`config.mk`:
```
export PLATFORM = sky130hd
export DESIGN_NAME = daq_acq_ctrl_flat
export DESIGN_NICKNAME = d
export VERILOG_FILES = /design/src/rtl/daq_pkg.sv /design/src/rtl/daq_acq_ctrl_if.sv /design/src/rtl/daq_trig_sync.sv /design/src/rtl/daq_acq_ctrl.sv /design/src/flat_wrapper.sv
export SDC_FILE = /design/constraint.sdc
export NUM_CORES = 1
export LEC_CHECK = 0
export CORE_ASPECT_RATIO = 0.7
export CORE_UTILIZATION = 57
export CTS_CLUSTER_DIAMETER = 120
export DETAILED_ROUTE_END_ITERATION = 6
export PLACE_DENSITY_LB_ADDON = 0.08
export SLEW_MARGIN = 20
export SYNTH_ARGS = -nofsm -noshare
export SYNTH_HDL_FRONTEND = slang
export SYNTH_SLANG_ARGS = --single-unit
```
`constraint.sdc`:
```
create_clock -name clk -period 8.1 [get_ports clk]
set_clock_uncertainty 0.05 [all_clocks]
set_input_delay 0.81 -clock clk [delete_from_list [all_inputs] [get_ports clk]]
set_output_delay 0.81 -clock clk [all_outputs]
set_load 0.03 [all_outputs]
```
`src/rtl/daq_pkg.sv`:
```
// Shared types and constants for the DAQ acquisition sequencer.
package daq_pkg;

    localparam int DATA_NUMBER_W_DEF = 32;
    localparam int TRIG_CNT_W        = 16;

    typedef enum logic [2:0] {
        ST_IDLE    = 3'd0,
        ST_ARMED   = 3'd1,
        ST_CAPTURE = 3'd2,
        ST_FLUSH   = 3'd3,
        ST_READOUT = 3'd4,
        ST_DONE    = 3'd5
    } acq_state_t;

endpackage

```
`src/rtl/daq_acq_ctrl_if.sv`:
```
// Capture / readout handshake bundle between the sequencer (master) and the
// FIFO, AXI write path and readout engine (slave).
interface daq_acq_ctrl_if
    import daq_pkg::*;
#(
    parameter int DATA_NUMBER_W = DATA_NUMBER_W_DEF
);
    logic                     wr_beat;
    logic                     wr_idle;
    logic                     rd_ack;
    logic                     rd_done;
    logic                     capture_en;
    logic [7:0]               capture_mask;
    logic                     rd_req;
    logic [DATA_NUMBER_W-1:0] rd_len;

    modport master (
        input  wr_beat, wr_idle, rd_ack, rd_done,
        output capture_en, capture_mask, rd_req, rd_len
    );

    modport slave (
        output wr_beat, wr_idle, rd_ack, rd_done,
        input  capture_en, capture_mask, rd_req, rd_len
    );
endinterface

```
`src/rtl/daq_trig_sync.sv`:
```
// External trigger synchronizer: trigger_in and its qualifier each cross
// SYNC_STAGES flops; a registered rising edge of their AND gives ext_trig.
module daq_trig_sync #(
    parameter int SYNC_STAGES = 2
) (
    input  logic clk,
    input  logic rst,
    input  logic trigger_in,
    input  logic trigger_sync,
    output logic ext_trig
);
    logic [SYNC_STAGES-1:0] in_sync_reg;
    logic [SYNC_STAGES-1:0] qual_sync_reg;
    logic                   and_prev_reg;
    logic                   ext_trig_reg;
    logic                   and_now;

    assign and_now  = in_sync_reg[SYNC_STAGES-1] & qual_sync_reg[SYNC_STAGES-1];
    assign ext_trig = ext_trig_reg;

    // Synchronizer chains, then a registered one-cycle pulse on the AND's rising edge.
    always_ff @(posedge clk or posedge rst) begin
        if (rst) begin
            in_sync_reg   <= '0;
            qual_sync_reg <= '0;
            and_prev_reg  <= 1'b0;
            ext_trig_reg  <= 1'b0;
        end else begin
            in_sync_reg[0]   <= trigger_in;
            qual_sync_reg[0] <= trigger_sync;
            for (int i = 1; i < SYNC_STAGES; i++) begin
                in_sync_reg[i]   <= in_sync_reg[i-1];
                qual_sync_reg[i] <= qual_sync_reg[i-1];
            end
            and_prev_reg <= and_now;
            ext_trig_reg <= and_now & ~and_prev_reg;
        end
    end
endmodule

```
`src/rtl/daq_acq_ctrl.sv`:
```
// Acquisition sequencer: arm, trigger, gate capture of a programmed beat
// count, wait for AXI writes to retire, hand the length to readout.
// Optional capture watchdog enabled by defining ACQ_CTRL_TIMEOUT_EN.
module daq_acq_ctrl
    import daq_pkg::*;
#(
    parameter int DATA_NUMBER_W  = DATA_NUMBER_W_DEF,
    parameter int SYNC_STAGES    = 2,
    parameter int TIMEOUT_CYCLES = 1048576
) (
    input  logic                     clk,
    input  logic                     sys_rst,
    input  logic                     arm,
    input  logic                     abort,
    input  logic                     auto_rearm,
    input  logic                     trigger_in,
    input  logic                     trigger_sync,
    input  logic                     trigger_cmd,
    input  logic [DATA_NUMBER_W-1:0] data_number,
    input  logic [7:0]               channel_ctrl,
    daq_acq_ctrl_if.master           bus,
    output logic                     busy,
    output logic                     acq_done,
    output logic [TRIG_CNT_W-1:0]    trig_count,
    output logic [TRIG_CNT_W-1:0]    trig_missed,
    output logic                     timeout_err,
    output logic [2:0]               state
);
    acq_state_t               state_reg, state_next;
    logic [DATA_NUMBER_W-1:0] target_reg, beat_cnt_reg, rd_len_reg, beat_inc;
    logic [7:0]               mask_reg;
    logic                     capture_en_reg, rd_req_reg, acked_reg, acq_done_reg;
    logic [TRIG_CNT_W-1:0]    trig_count_reg, trig_missed_reg;
    logic                     ext_trig, trig, timeout_hit;

    daq_trig_sync #(.SYNC_STAGES(SYNC_STAGES)) u_trig_sync (
        .clk          (clk),
        .rst          (sys_rst),
        .trigger_in   (trigger_in),
        .trigger_sync (trigger_sync),
        .ext_trig     (ext_trig)
    );

    assign trig     = ext_trig | trigger_cmd;
    assign beat_inc = beat_cnt_reg + DATA_NUMBER_W'(1);

    // State register.
    always_ff @(posedge clk or posedge sys_rst) begin
        if (sys_rst) state_reg <= ST_IDLE;
        else         state_reg <= state_next;
    end

    // Next-state logic; abort overrides every other transition.
    always_comb begin
        state_next = state_reg;
        case (state_reg)
            ST_IDLE:    if (arm && data_number != '0) state_next = ST_ARMED;
            ST_ARMED:   if (trig) state_next = ST_CAPTURE;
            ST_CAPTURE: begin
                if (bus.wr_beat && beat_inc == target_reg) state_next = ST_FLUSH;
                else if (timeout_hit)                      state_next = ST_IDLE;
            end
            ST_FLUSH:   if (bus.wr_idle) state_next = ST_READOUT;
            ST_READOUT: if (acked_reg && bus.rd_done) state_next = ST_DONE;
            ST_DONE:    state_next = auto_rearm ? ST_ARMED : ST_IDLE;
            default:    state_next = ST_IDLE;
        endcase
        if (abort) state_next = ST_IDLE;
    end

    // Datapath: latched config, beat counting, readout handshake, trigger counters.
    always_ff @(posedge clk or posedge sys_rst) begin
        if (sys_rst) begin
            target_reg      <= '0;
            mask_reg        <= '0;
            beat_cnt_reg    <= '0;
            rd_len_reg      <= '0;
            capture_en_reg  <= 1'b0;
            rd_req_reg      <= 1'b0;
            acked_reg       <= 1'b0;
            acq_done_reg    <= 1'b0;
            trig_count_reg  <= '0;
            trig_missed_reg <= '0;
        end else begin
            capture_en_reg <= (state_next == ST_CAPTURE);
            acq_done_reg   <= (state_next == ST_DONE);

            if (state_reg == ST_IDLE && state_next == ST_ARMED) begin
                target_reg   <= data_number;
                mask_reg     <= channel_ctrl;
                beat_cnt_reg <= '0;
            end else if (state_reg == ST_DONE && state_next == ST_ARMED) begin
                beat_cnt_reg <= '0;
            end else if (state_reg == ST_CAPTURE && bus.wr_beat) begin
                beat_cnt_reg <= beat_inc;
            end

            if (state_reg == ST_FLUSH && state_next == ST_READOUT)
                rd_len_reg <= beat_cnt_reg;

            // rd_req and the ack flag live only while READOUT is the next state.
            if (state_next != ST_READOUT) begin
                rd_req_reg <= 1'b0;
                acked_reg  <= 1'b0;
            end else if (state_reg == ST_FLUSH) begin
                rd_req_reg <= 1'b1;
            end else if (rd_req_reg && bus.rd_ack) begin
                rd_req_reg <= 1'b0;
                acked_reg  <= 1'b1;
            end

            if (state_reg == ST_ARMED && state_next == ST_CAPTURE)
                trig_count_reg <= trig_count_reg + TRIG_CNT_W'(1);
            if (trig && state_reg != ST_ARMED && trig_missed_reg != '1)
                trig_missed_reg <= trig_missed_reg + TRIG_CNT_W'(1);
        end
    end

`ifdef ACQ_CTRL_TIMEOUT_EN
    localparam int WD_W = $clog2(TIMEOUT_CYCLES + 1);
    logic [WD_W-1:0] wd_cnt_reg;
    logic            timeout_err_reg;

    assign timeout_hit = !bus.wr_beat && (wd_cnt_reg == WD_W'(TIMEOUT_CYCLES - 1));
    assign timeout_err = timeout_err_reg;

    // Watchdog: cycles spent in CAPTURE since the last beat; sticky error until next arm.
    always_ff @(posedge clk or posedge sys_rst) begin
        if (sys_rst) begin
            wd_cnt_reg      <= '0;
            timeout_err_reg <= 1'b0;
        end else begin
            if (state_reg != ST_CAPTURE || bus.wr_beat) wd_cnt_reg <= '0;
            else                                        wd_cnt_reg <= wd_cnt_reg + WD_W'(1);

            if (state_reg == ST_IDLE && state_next == ST_ARMED)
                timeout_err_reg <= 1'b0;
            else if (state_reg == ST_CAPTURE && timeout_hit && !abort)
                timeout_err_reg <= 1'b1;
        end
    end
`else
    logic unused_timeout;
    assign unused_timeout = (TIMEOUT_CYCLES != 0);
    assign timeout_hit    = 1'b0;
    assign timeout_err    = 1'b0;
`endif

    assign bus.capture_en   = capture_en_reg;
    assign bus.capture_mask = mask_reg;
    assign bus.rd_req       = rd_req_reg;
    assign bus.rd_len       = rd_len_reg;
    assign busy             = (state_reg != ST_IDLE);
    assign acq_done         = acq_done_reg;
    assign trig_count       = trig_count_reg;
    assign trig_missed      = trig_missed_reg;
    assign state            = state_reg;
endmodule

```
`src/flat_wrapper.sv`:
```
// flat-port wrapper written by rule: the top's interface ports become plain ports
module daq_acq_ctrl_flat import daq_pkg::*;
#(
    parameter int DATA_NUMBER_W  = DATA_NUMBER_W_DEF,
    parameter int SYNC_STAGES    = 2,
    parameter int TIMEOUT_CYCLES = 1048576
)
  (clk, sys_rst, arm, abort, auto_rearm, trigger_in, trigger_sync, trigger_cmd, data_number, channel_ctrl, busy, acq_done, trig_count, trig_missed, timeout_err, state, bus_wr_beat, bus_wr_idle, bus_rd_ack, bus_rd_done, bus_capture_en, bus_capture_mask, bus_rd_req, bus_rd_len);
  daq_acq_ctrl_if #(.DATA_NUMBER_W(DATA_NUMBER_W)) bus_i ();
  input  logic clk;
  input  logic sys_rst;
  input  logic arm;
  input  logic abort;
  input  logic auto_rearm;
  input  logic trigger_in;
  input  logic trigger_sync;
  input  logic trigger_cmd;
  input  logic [DATA_NUMBER_W-1:0] data_number;
  input  logic [7:0] channel_ctrl;
  output logic busy;
  output logic acq_done;
  output logic [TRIG_CNT_W-1:0] trig_count;
  output logic [TRIG_CNT_W-1:0] trig_missed;
  output logic timeout_err;
  output logic [2:0] state;
  input wire logic [$bits(bus_i.wr_beat)-1:0] bus_wr_beat;
  input wire logic [$bits(bus_i.wr_idle)-1:0] bus_wr_idle;
  input wire logic [$bits(bus_i.rd_ack)-1:0] bus_rd_ack;
  input wire logic [$bits(bus_i.rd_done)-1:0] bus_rd_done;
  output wire logic [$bits(bus_i.capture_en)-1:0] bus_capture_en;
  output wire logic [$bits(bus_i.capture_mask)-1:0] bus_capture_mask;
  output wire logic [$bits(bus_i.rd_req)-1:0] bus_rd_req;
  output wire logic [$bits(bus_i.rd_len)-1:0] bus_rd_len;
  assign bus_i.wr_beat = bus_wr_beat;
  assign bus_i.wr_idle = bus_wr_idle;
  assign bus_i.rd_ack = bus_rd_ack;
  assign bus_i.rd_done = bus_rd_done;
  assign bus_capture_en = bus_i.capture_en;
  assign bus_capture_mask = bus_i.capture_mask;
  assign bus_rd_req = bus_i.rd_req;
  assign bus_rd_len = bus_i.rd_len;
  daq_acq_ctrl #(.DATA_NUMBER_W(DATA_NUMBER_W), .SYNC_STAGES(SYNC_STAGES), .TIMEOUT_CYCLES(TIMEOUT_CYCLES)) u_core (.clk(clk), .sys_rst(sys_rst), .arm(arm), .abort(abort), .auto_rearm(auto_rearm), .trigger_in(trigger_in), .trigger_sync(trigger_sync), .trigger_cmd(trigger_cmd), .data_number(data_number), .channel_ctrl(channel_ctrl), .bus(bus_i), .busy(busy), .acq_done(acq_done), .trig_count(trig_count), .trig_missed(trig_missed), .timeout_err(timeout_err), .state(state));
endmodule
```
==> impl_metrics.json <==
{
  "grt_start_max_net_pins": 88,
  "clockBufferDepth": 2,
  "synthAdderAreaFrac": 0.00505,
  "drc_errors": 12,
  "globalRouteTotalUtil": 0.293,
  "yosys.area_share.xor_xnor": 0.0832,
  "min-delay-path-class": "reg -> reg",
  "synth_top_family_by_area": "simple AND/OR/NAND/NOR gates",
  "grt.overflow.total": 0,
  "synth.most_common_cell": "dfrtp_1",
  "critPathMaxFanout": 40,
  "period_minus_slack_ns": 4.57,
  "cts_tree": "built",
  "hold_buffers": 0,
  "crit_required_ns": 8.35,
  "setup_slack_ns": 3.53,
  "synth-simple-area-share": 0.185,
  "ir_worst_vdd_mv": 0.246,
  "path_class": "reg -> reg",
  "combPwrFrac": 0.211,
  "fmax_ghz": 0.219,
  "setup_viol": 0,
  "p_seq_frac": 0.434,
  "p_leak_nw": 3.86,
  "status": "finished with violations",
  "yosys-top-cells-count": "149 x dfrtp_1, 56 x nand2_1, 48 x xnor2_1",
  "pre_cts_slack_ns": 3.53,
  "p_sw_frac": 0.316,
  "rsz0062_at_grt": "false",
  "die_h_um": 97.5,
  "hold_violations": 0,
  "viasPerCell": 6.00,
  "ioPinCount": 132,
  "routabilityCongestion": 0.906,
  "die-area_sq_um": 13500,
  "synth-compound-area-share": 0.0817,
  "yosysWarningCount": 0,
  "core_sq_um": 12500,
  "cts_buffers": 17,
  "switchingPower_mw": 0.689,
  "htree_num_levels": 4,
  "async_flop_share": 1.00,
  "endpoint_kind": "flop",
  "cts_sinks": 149,
  "violations": "DRC",
  "maxCapViolations": 0,
  "grt_pass1_vias": 5754,
  "synth.top_cells.by_area": "dfrtp_1 50%, mux2_1 6.1%, xnor2_1 5.7%, mux2_2 4.4%, nand2_1 2.8%",
  "insertion_delay_ns": 0.42,
  "power_density_nw_per_um2": 233,
  "vias": 5929,
  "synthesis.area_sq_um": 7430,
  "postCtsSetupBuffers": 0,
  "internal_power_mw": 1.49,
  "portBuffers": 130,
  "initialDrtViolationCount": 406,
  "fin_util": 0.746,
  "dr.pass1.iters": 7,
  "drv_slew": 0,
  "root_buffer": "clkbuf_16",
  "yosys_register_bits": 149,
  "nets": 868,
  "areaGrowthSynthToFinish_pct": 26.0,
  "post_drt_wl_per_cell_um": 18.9,
  "syn_inst": 701,
  "clk_pin_slew_ns": 0.07,
  "synth_fp_nets": 756,
  "drive_gt1_frac": 0.0896,
  "initial_core_util": 0.592,
  "synth_seq_area_share": 0.502,
  "fin_tns_setup_ns": 0,
  "syn_area_per_cell_sq_um": 10.6,
  "die_w_um": 138,
  "dp_cells": 956,
  "grt_pass1_wl_um": 30700,
  "n_antenna_cell": 0,
  "ys_types": 61,
  "synth_edf_count": 0,
  "finalWirelength_um": 18700,
  "worst_pin_slew_ns": 0.928,
  "slew_headroom": 0.376,
  "stdcell_area_sq_um": 9360,
  "final_antenna_net_count": 0,
  "cp-start-kind": "flop",
  "netlist.area_leader.share": 0.502,
  "final_cells": 988,
  "total_power_mw": 2.18,
  "clkPwrFrac": 0.355,
  "synth_flop_cell": "dfrtp_1",
  "synth.mux.area_fraction": 0.107,
  "hpwl_um": 13200,
  "grt_antenna_before_repair": 0,
  "cp.arrival_ns": 4.82,
  "row_count": 34,
  "dpl_cell_area_sq_um": 8790,
  "fin_hold_ws_ns": 0.303,
  "yosys.area.top_type": "dfrtp_1",
  "min_period_over_period": 0.564,
  "cts-resized-gates": 0
}
placed cells by master (no fill, tap or decap), types with 29 or more instances in the layout:
cell type | synthesis | routed
clkdlybuf4s50_1 | 0 | 130
dfrtp_1 | 149 | 149
mux2_1 | 40 | 40
mux2_2 | 29 | 29
nand2_1 | 56 | 56
nand3_1 | 35 | 35
nand4_1 | 31 | 31
nor2_1 | 39 | 39
o21ai_0 | 34 | 34
xnor2_1 | 48 | 48
path summary, 6_finish.rpt:
path	start	endpoint	slack, ns	cells after the start
setup / recovery	u_core.beat_cnt_reg[0]	u_core.target_reg[17]	3.53	12
hold / removal	u_core.u_trig_sync.qual_sync_reg[0]	u_core.u_trig_sync.qual_sync_reg[1]	0.30	0
setup reg to reg	u_core.beat_cnt_reg[0]	u_core.target_reg[17]	3.53	12
hold reg to reg	u_core.u_trig_sync.qual_sync_reg[0]	u_core.u_trig_sync.qual_sync_reg[1]	0.30	0
max in group asynchronous	sys_rst	u_core.target_reg[22]	6.04	3
min in group asynchronous	sys_rst	u_core.u_trig_sync.in_sync_reg[0]	0.77	2
area by class of cell:
class                   count  area [sq um]
flip-flops and latches    149          3730
multi-input cells         495          3450
fillers                   872          3190
repair buffers            136          1350
clock buffers              18           429
well taps                 162           203
clock inverters            14           140
inverters                  14          57.6
power groups by stage:
stage / Sequential (mW) / Clock, mW / Combinational, mW
global route: 0.961 / 0.811 / 0.497
finish: 0.947 / 0.774 / 0.460
floorplan: 0.997 / 0 / 0.228
detailed placement: 0.956 / 0 / 0.459
global placement: 0.951 / 0 / 0.448
CTS: 0.945 / 0.780 / 0.462
metal layers:
metal	up-vias	track usage	wire length (um)
met3	23	0.0660	1400
met1	2916	0.444	9080
met4	0	0.0847	252
met5	-	0	0
met2	237	0.417	7980
li1	2753	-	-
kinds of logic (layout without fill, tap and decap cells):
| kind of cell | Yosys count | in the layout |
|---|---|---|
| compound gates | 98 | 98 |
| other cells | 1 | 1 |
| buf+inv | 57 | 182 |
| simple gates | 253 | 253 |
| xor+xnor | 69 | 69 |
| flops | 149 | 149 |
| mux | 71 | 71 |
| fa+ha+maj | 3 | 3 |
critical path, stage by stage (launching register included):
cell and delay (ns):
dfrtp_1 0.52, ha_1 0.35, nand3_1 0.32, nor4_2 0.36
buf_4 0.22, nand4_1 0.16, xnor3_1 0.22, a2111oi_0 0.50
nand4_1 0.24, o41a_1 0.46, nor3_4 0.14, buf_4 0.48
mux2_1 0.40
(Power assumes the default switching activity.)
